===== config.mk =====
export PLATFORM = sky130hd
export DESIGN_NAME = bsg_manycore_crossbar_out_arbiter
export DESIGN_NICKNAME = d
export VERILOG_FILES = /design/src/rtl/bsg_manycore_crossbar_out_arbiter.sv
export SDC_FILE = /design/constraint.sdc
export NUM_CORES = 1
export LEC_CHECK = 0
export ABC_AREA = 1
export CORE_MARGIN = 5
export CORE_UTILIZATION = 58
export CTS_CLUSTER_SIZE = 28
export DETAILED_ROUTE_END_ITERATION = 10
export DONT_BUFFER_PORTS = 1
export PLACE_DENSITY = 0.77
export SYNTH_ARGS = -nofsm -noshare
export SYNTH_HDL_FRONTEND = slang
export SYNTH_SLANG_ARGS = --single-unit

===== constraint.sdc =====
create_clock -name clk_i -period 2.3 [get_ports clk_i]
set_clock_uncertainty 0.1 [all_clocks]
set_input_delay 0.46 -clock clk_i [delete_from_list [all_inputs] [get_ports clk_i]]
set_output_delay 0.46 -clock clk_i [all_outputs]
set_load 0.005 [all_outputs]

===== src/rtl/bsg_manycore_crossbar_out_arbiter.sv =====
// Output-column arbiter for the manycore crossbar: round-robin grant among requesters
// addressed to this column, registered output stage, credit-based flow control.
module bsg_manycore_crossbar_out_arbiter #(
  parameter int num_in_p      = 4,
  parameter int data_width_p  = 32,
  parameter int out_id_p      = 0,
  parameter int max_credits_p = 4,
  localparam int lg_num_in_lp  = (num_in_p > 1) ? $clog2(num_in_p) : 1,
  localparam int lg_credits_lp = $clog2(max_credits_p + 1)
) (
  input  logic                             clk_i,
  input  logic                             reset_i,
  input  logic [num_in_p-1:0]              v_i,
  input  logic [num_in_p*data_width_p-1:0] data_i,
  output logic [num_in_p-1:0]              yumi_o,
  output logic                             v_o,
  output logic [data_width_p-1:0]          data_o,
  input  logic                             credit_i,
  output logic [lg_credits_lp-1:0]         credits_o,
  output logic [31:0]                      stall_cnt_o
);

  localparam logic [lg_num_in_lp-1:0]  out_id_lp      = lg_num_in_lp'(out_id_p);
  localparam logic [lg_num_in_lp-1:0]  last_idx_lp    = lg_num_in_lp'(num_in_p - 1);
  localparam logic [lg_credits_lp-1:0] max_credits_lp = lg_credits_lp'(max_credits_p);

  logic [num_in_p-1:0]      req;
  logic                     any_req;
  logic                     found;
  logic                     grant;
  logic [lg_num_in_lp-1:0]  winner;
  logic [data_width_p-1:0]  win_data;

  logic [lg_num_in_lp-1:0]  ptr_q, ptr_d;
  logic [lg_credits_lp-1:0] credits_q, credits_d;
  logic [31:0]              stall_q, stall_d;
  logic                     v_q, v_d;
  logic [data_width_p-1:0]  data_q, data_d;

  // Only the low destination bits are decoded; the rest of the packet is opaque.
  always_comb begin
    for (int k = 0; k < num_in_p; k++) begin
      req[k] = v_i[k] & (data_i[k*data_width_p +: lg_num_in_lp] == out_id_lp);
    end
  end

  assign any_req = |req;

  // Two passes implement the wrap-around search: first at/above the pointer, then from 0.
  always_comb begin
    found  = 1'b0;
    winner = '0;
    for (int k = 0; k < num_in_p; k++) begin
      if (!found && req[k] && (lg_num_in_lp'(k) >= ptr_q)) begin
        found  = 1'b1;
        winner = lg_num_in_lp'(k);
      end
    end
    for (int k = 0; k < num_in_p; k++) begin
      if (!found && req[k]) begin
        found  = 1'b1;
        winner = lg_num_in_lp'(k);
      end
    end
  end

  assign grant = found & (credits_q != '0) & ~reset_i;

  always_comb begin
    yumi_o = '0;
    if (grant) yumi_o[winner] = 1'b1;
  end

  always_comb begin
    win_data = '0;
    for (int k = 0; k < num_in_p; k++) begin
      if (lg_num_in_lp'(k) == winner) win_data = data_i[k*data_width_p +: data_width_p];
    end
  end

  always_comb begin
    ptr_d = ptr_q;
    if (grant) ptr_d = (winner == last_idx_lp) ? '0 : winner + lg_num_in_lp'(1);
  end

  // A credit arriving at max is a downstream bug; saturate rather than wrap.
  always_comb begin
    credits_d = credits_q;
    case ({grant, credit_i})
      2'b10:   credits_d = credits_q - lg_credits_lp'(1);
      2'b01:   if (credits_q != max_credits_lp) credits_d = credits_q + lg_credits_lp'(1);
      default: credits_d = credits_q;
    endcase
  end

  always_comb begin
    stall_d = stall_q;
    if (any_req && (credits_q == '0) && (stall_q != 32'hFFFF_FFFF)) stall_d = stall_q + 32'd1;
  end

  always_comb begin
    v_d    = grant;
    data_d = grant ? win_data : data_q;
  end

  always_ff @(posedge clk_i) begin
    if (reset_i) begin
      ptr_q     <= '0;
      credits_q <= max_credits_lp;
      stall_q   <= '0;
      v_q       <= 1'b0;
      data_q    <= '0;
    end else begin
      ptr_q     <= ptr_d;
      credits_q <= credits_d;
      stall_q   <= stall_d;
      v_q       <= v_d;
      data_q    <= data_d;
    end
  end

  assign v_o         = v_q;
  assign data_o      = data_q;
  assign credits_o   = credits_q;
  assign stall_cnt_o = stall_q;

  credit_overflow_a: assert property (@(posedge clk_i) disable iff (reset_i)
      !(credit_i && (credits_q == max_credits_lp)))
    else $error("credit_i returned while credit counter already at max_credits_p");

  yumi_onehot_a: assert property (@(posedge clk_i) $onehot0(yumi_o))
    else $error("yumi_o has more than one bit set");

endmodule


==> impl_metrics.toml, run 1 <==
[timing]
setup_tns_ps = -17.7
fin_crit_ps = 2320
min_period_over_period = 1.01
slew_headroom = 0.668
tightestPinTransition_ps = 494
maxSlewViolCount = 0
final.setup.worst_slack_ps = -17.7
finalSetupViolCount = 1
finalHoldViolCount = 0
holdWs_ps = 79.3
fmaxAchievable_mhz = 431
rsz0062_at_grt = "yes"

[die]
ios = 207
die_h_um = 98.0
die_area_um2 = 9600
initial_core_util = 0.587
coreArea_um2 = 7650
dieWidth_um = 98.0
row_count = 32

[placement]
port_buffers = 0
dp.cells = 826
gp_congestion = 0.949
dpl.hpwl_um = 11500

[synthesis]
netlist_instances = 737
yosys_warnings = 0
synth_mux_area_frac = 0
synth_seq_cells = 70
synth_top_family_by_area = "simple AND/OR/NAND/NOR gates"
syn_nets = 878
synth.avg_cell_area_um2 = 6.09
synth_compound_area_frac = 0.192
synth_cell_types = 27
synth_area_um2 = 4490
yosys.area_share.simple = 0.367
synth_fa_ha_area_frac = 0.0184
synthXorXnorAreaFrac = 0.0332
ys_seq_area_frac = 0.312

[worst_setup_path]
r2r-start = "ptr_q[0]"
reg2reg_slack_ps = 130
crit_path_end = "yumi_o[2]"
cp-startpoint = "data_i[1]"
cpPeakStageDelay_ps = 170
cp_cell_sequence = "inv_1, nand3_1, nor2_4, nand2_2, nand2_1, nor2_1, nand3_1, nand2_2, inv_2, ha_4, inv_4, buf_8, nor2_4"
arrival_ps = 1760
worst_path_max_delay_cell = "nand3_1"
critPathKind = "in2out"
worst_setup_path_start_kind = "input port"
worstPathRequired_ps = 1740
end_kind = "output pin"
crit_buf_inv = 4
path_delay_family = "simple AND/OR/NAND/NOR gates"
path_depth = 13
crit_fanout = 7
r2r_cells = 15
timing.rr.end = "data_o[9]"

[power]
ir_drop_mv = 0.310
p_leak_nw = 2.05
power_frac_clock = 0.287
switching_power_mw = 1.03
p_comb_frac = 0.255
p_per_area_nw_per_um2 = 604
internal_power_mw = 2.08
power_frac_seq = 0.458
netSwitchingFraction = 0.330

[global_route]
grt_use_total = 0.287
overflow = 0
grt_pass1_wl_um = 22600
grt_max_degree = 52
grt_pass1_vias = 4447
grt_antenna_before_repair = 0

[min_path]
hold_path.class = "in2reg"

[clocking]
cts_sinks = 70
cts_buffer_depth = 2
h-tree-depth = 3
path_clk_slew_ps = 80
worstSkewPairLatency_ps = 340
cts_tree = "done"
cts-buffers-inserted = 9
cts-root-buf = "clkbuf_8"

[drt]
drc_errors = 0
ant_nets = 0
drtIter0Drc = 298
via_per_inst = 5.73
finalWirelength_um = 14800
route.vias.total = 4888
wl_per_cell_um = 17.3
drtPass1Iterations = 5

[finish]
final_cell_mix = "220 x nand2_1, 105 x o21ai_0, 76 x nand3_1"
final_cells = 853
drive_above_1_share = 0.125
diodes = 0
syn2layout_area_growth_pct = 14.5
layout_commonest_cell = "nand2_1"
nets = 888

[run_status]
violations = "negative setup slack"
status = "finished with violations"

[job]
drv_cap = 0
-- sequential cells by signal, summed over array words and instances, names as in the netlist --
name,count
stall_cnt_o,32
credits_o,3
data_o,32
ptr_q,2
v_o,1
-- power groups by stage --
stage	Sequential, mW	Clock [mW]	Combinational, mW
2_1_floorplan	1.41	0	0.516
3_3_place_gp	1.45	0	0.655
3_5_place_dp	1.45	0	0.679
4_1_cts	1.42	0.910	0.698
5_1_grt	1.43	0.968	0.889
6_report	1.42	0.892	0.791
-- per-stage QoR --
stage	cell area, um^2	total power [mW]	setup WS (ps)	utilization
2_1_floorplan	4490	1.93	25.8	-
3_3_place_gp	4740	2.10	-21.6	0.619
3_5_place_dp	4740	2.13	-110	0.619
4_1_cts	4960	3.03	-10.8	0.649
5_1_grt	5140	3.29	-87.9	0.672
6_report	5140	3.10	-17.7	0.672
-- synthesized netlist by cell type --
cell | instances | area share
buf_6 | 2 | 0.0050
nand2_2 | 2 | 0.0028
dfxtp_1 | 70 | 0.31
nand2_1 | 224 | 0.19
nand4_1 | 3 | 0.0042
nor2_4 | 1 | 0.0025
buf_4 | 3 | 0.0050
nand3b_1 | 8 | 0.013
fa_1 | 1 | 0.0045
ha_1 | 5 | 0.014
a21oi_1 | 64 | 0.071
inv_1 | 34 | 0.028
buf_1 | 1 | 0.00084
nor2_1 | 60 | 0.050
nor3_2 | 1 | 0.0022
nand3_1 | 77 | 0.086
xor2_1 | 13 | 0.025
xnor2_1 | 4 | 0.0078
o21ai_0 | 107 | 0.12
nor3_1 | 9 | 0.010
o21ai_1 | 1 | 0.0011
buf_2 | 9 | 0.010
inv_2 | 3 | 0.0025
nor2_2 | 3 | 0.0042
nand3_2 | 1 | 0.0022
clkbuf_1 | 30 | 0.025
nand2_4 | 1 | 0.0025
-- timing repair --
| item | 4_1_cts | 5_1_grt |
|---|---|---|
| hold buffers | 0 | 0 |
| hold endpoints to repair | 0 | 0 |
| gates resized for setup | 17 | 29 |
| gates cloned | 0 | 1 |
| pin swaps | 1 | 11 |
| setup buffers | 0 | 12 |
| setup endpoints to repair | 4 | 12 |
-- final cells by class --
cell class                 count  area [um^2]
tap                          102          128
clock inverter                 3         20.0
inverter                      37          146
multi-input combinational    585         2860
timing repair buffer          44          420
sequential                    70         1410
fill                         691         2510
clock buffer                  12          155
-- per-layer routing --
layer | vias up | wire [um] | track usage
met3 | 36 | 1190 | 0.0729
li1 | 2443 | - | -
met2 | 243 | 7580 | 0.505
met4 | 0 | 504 | 0.129
met1 | 2166 | 5530 | 0.326
met5 | - | 0 | 0
-- cell families after synthesis --
group,Yosys count
compound gates,172
xor+xnor,17
fa+ha+maj,6
buf+inv,82
flops,70
simple gates,390
-- how the worst min path moves through the flow --
stage          depth (start not counted)     start        endpoint
3_3_place_gp                           2  ptr_q[1]        ptr_q[1]
5_1_grt                                1   reset_i  stall_cnt_o[2]
4_1_cts                                1   reset_i  stall_cnt_o[2]
3_5_place_dp                           2  ptr_q[1]        ptr_q[1]
6_report                               1   reset_i  stall_cnt_o[6]
2_1_floorplan                          2  ptr_q[1]        ptr_q[1]
No activity file was read; power rests on OpenSTA's default activity.
==> run 2, diff against run 1 <==
Settings changed: ABC_AREA 1 to 0.
==> run 2 against run 1 <==
  * Setup slack worse by 100 ps
  * Clock-buffer cell count down 2
  * Largest cell class unchanged
  * Cell count down 19%
  * First-iteration DRC count down 41%
  * Register-to-register slack worse by 80 ps
  * Sequential share of layout area down 2.3 points
  * Area after synthesis down 9.7%
  * The flow still finishes with violations (negative setup slack)
  * Critical path type unchanged
  * Critical path depth down 4
  * Synthesized cell count down 30%
  * Die area down 8.7%
==> impl_metrics.toml, run 2 <==
[run_status]
status = "finished with violations"
violations = "negative setup slack"

[drt]
drtPass1Iterations = 4
wl_met3_um = 1570
wl_met2_um = 7700
drc_errors = 0
route.vias.total = 4573
drtIter0Drc = 177
ant_nets = 0
top_layer = "met4"
finalWirelength_um = 15000
via_per_inst = 6.66
wl_met1_um = 5260
wl_per_cell_um = 21.9

[synthesis]
netlist_top_cells_area = "dfxtp_1 35%, a21oi_1 7.7%, a221oi_1 6.5%"
yosysTopAreaCellShare = 0.346
synth_edf_count = 0
ys_seq_area_frac = 0.346
ys.flop_type = "dfxtp_1"
netlist_instances = 518
yosys-top-cells-count = "70 x dfxtp_1, 62 x a21oi_1, 44 x nand3_1"
ys_async_sr_fraction = 0
yosys_warnings = 0
synth.avg_cell_area_um2 = 7.82
yosys.area.top_type = "dfxtp_1"
synth_seq_cells = 70
synth_cell_types = 48
syn_nets = 659
synth_most_common_cell = "dfxtp_1"
synth_area_um2 = 4050

[worst_setup_path]
crit_path_frequent_cell = "o21ai_2"
cpPeakStageDelay_ps = 410
worst_path_max_delay_cell = "or3b_4"
end_kind = "output pin"
crit_fanout = 3
worst_setup_path_start_kind = "input port"
critPathKind = "in2out"
cp_cell_sequence = "or3b_4, o221ai_2, o21ai_2, o21ai_2, inv_2, buf_6, ha_4, buf_12, and3_4"
worstPathRequired_ps = 1740
arrival_ps = 1860

[timing]
fin_crit_ps = 2420
tightestPinTransition_ps = 388
slew_headroom = 0.739
min_period_over_period = 1.05
finalHoldViolCount = 0
final.setup.worst_slack_ps = -118
setup_tns_ps = -428
fmaxAchievable_mhz = 414
maxSlewViolCount = 0
rsz0062_at_grt = "yes"
finalSetupViolCount = 8

[power]
switching_power_uw = 1000
p_per_area_nw_per_um2 = 595
internal_power_mw = 2.33
netSwitchingFraction = 0.300
p_leak_nw = 2.00
power_frac_clock = 0.329
ir_drop_mv = 0.388
power_frac_seq = 0.414
p_comb_frac = 0.258

[die]
dieWidth_um = 93.6
coreArea_um2 = 6790
initial_core_util = 0.597
die_area_um2 = 8760
die_h_um = 93.6
row_count = 30
ios = 207

[min_path]
hold_path.class = "in2reg"

[finish]
final_cell_mix = "83 x buf_4, 68 x dfxtp_1, 59 x a21oi_1"
nets = 727
syn2layout_area_growth_pct = 38.3
drive_above_1_share = 0.310
final_cells = 687
n_fill_cell = 420
multi_input_area_um2 = 2900
regArea_um2 = 1400
layout_commonest_cell = "buf_4"
diodes = 0

[global_route]
grt_antenna_before_repair = 0
grt_pass1_vias = 4425
overflow = 0
grt_use_total = 0.305
grt_pass1_wl_um = 21300
grt_max_degree = 46

[placement]
port_buffers = 0
dp.cells = 652
dpl.hpwl_um = 10000
gp_congestion = 0.884

[clocking]
cts-root-buf = "clkbuf_8"
path_clk_slew_ps = 80
worstSkewPairLatency_ps = 350
cts_buffer_depth = 2
cts-buffers-inserted = 9
cts_tree = "done"
h-tree-depth = 3
cts_sinks = 70

[job]
drv_cap = 0
## run 2: final timing paths
kind,depth (start not counted),endpoint,slack (ps),from
hold / removal,1,stall_cnt_o[22],70,reset_i
setup / recovery,9,yumi_o[1],-120,data_i[65]
hold reg to reg,2,data_o[26],400,data_o[26]
setup reg to reg,7,stall_cnt_o[7],50,credits_o[2]
## run 2: kinds of logic (layout without fill, tap and decap cells)
kind of cell / count (synthesis) / after routing / share of synthesized area
AOI/OAI and AO/OA: 170 / 171 / 0.264
muxes: 6 / 6 / 0.0167
and+or+nand+nor: 214 / 214 / 0.297
buffers and inverters: 50 / 122 / 0.0516
xor gates and xnor gates: 2 / 2 / 0.00432
adders and majority gates: 6 / 6 / 0.0204
DFF: 70 / 70 / 0.346
## run 2: power by group through the flow
stage | registers (mW) | clock network (mW) | logic (mW)
floorplan | 1.38 | 0 | 0.464
global placement | 1.40 | 0 | 0.566
detailed placement | 1.40 | 0 | 0.593
CTS | 1.38 | 1.10 | 0.638
global route | 1.39 | 1.16 | 0.926
finish | 1.38 | 1.10 | 0.858
## run 2: critical path: cells and delay by family
| family | cells | cell delay [ps] |
|---|---|---|
| buf+inv | 3 | 310 |
| simple gates | 2 | 560 |
| compound gates | 3 | 350 |
| fa+ha+maj | 1 | 170 |
## run 2: what timing repair did
item,in CTS,in global routing
gates resized for setup,13,67
setup endpoints to repair,24,48
setup buffers,7,5
gates cloned,2,5
hold buffers,0,0
pin swaps,4,12
## run 2: stage by stage
step | hold slack (ps) | cell area, um^2 | setup slack [ps] | total power [mW] | utilization
after global routing | 55.8 | 5600 | -154 | 3.47 | 0.825
after CTS | 70.5 | 5150 | -141 | 3.12 | 0.759
after floorplan | 367 | 4260 | -175 | 1.84 | -
after detailed placement | 390 | 4770 | -527 | 1.99 | 0.702
final | 71.2 | 5600 | -118 | 3.33 | 0.825
after global placement | 382 | 4770 | -430 | 1.97 | 0.702
## run 2: cell type report
type                    instances  area share
well taps                      96      0.0214
flip-flops and latches         70       0.251
multi-input cells             399       0.518
inverters                       8     0.00536
clock inverters                 6      0.0154
clock buffers                  10      0.0228
repair buffers                 98       0.167
## run 2: routing by layer
metal	GRT usage	up-vias
met5	0	-
li1	-	2116
met1	0.339	2152
met2	0.540	264
met3	0.0885	41
met4	0.132	0
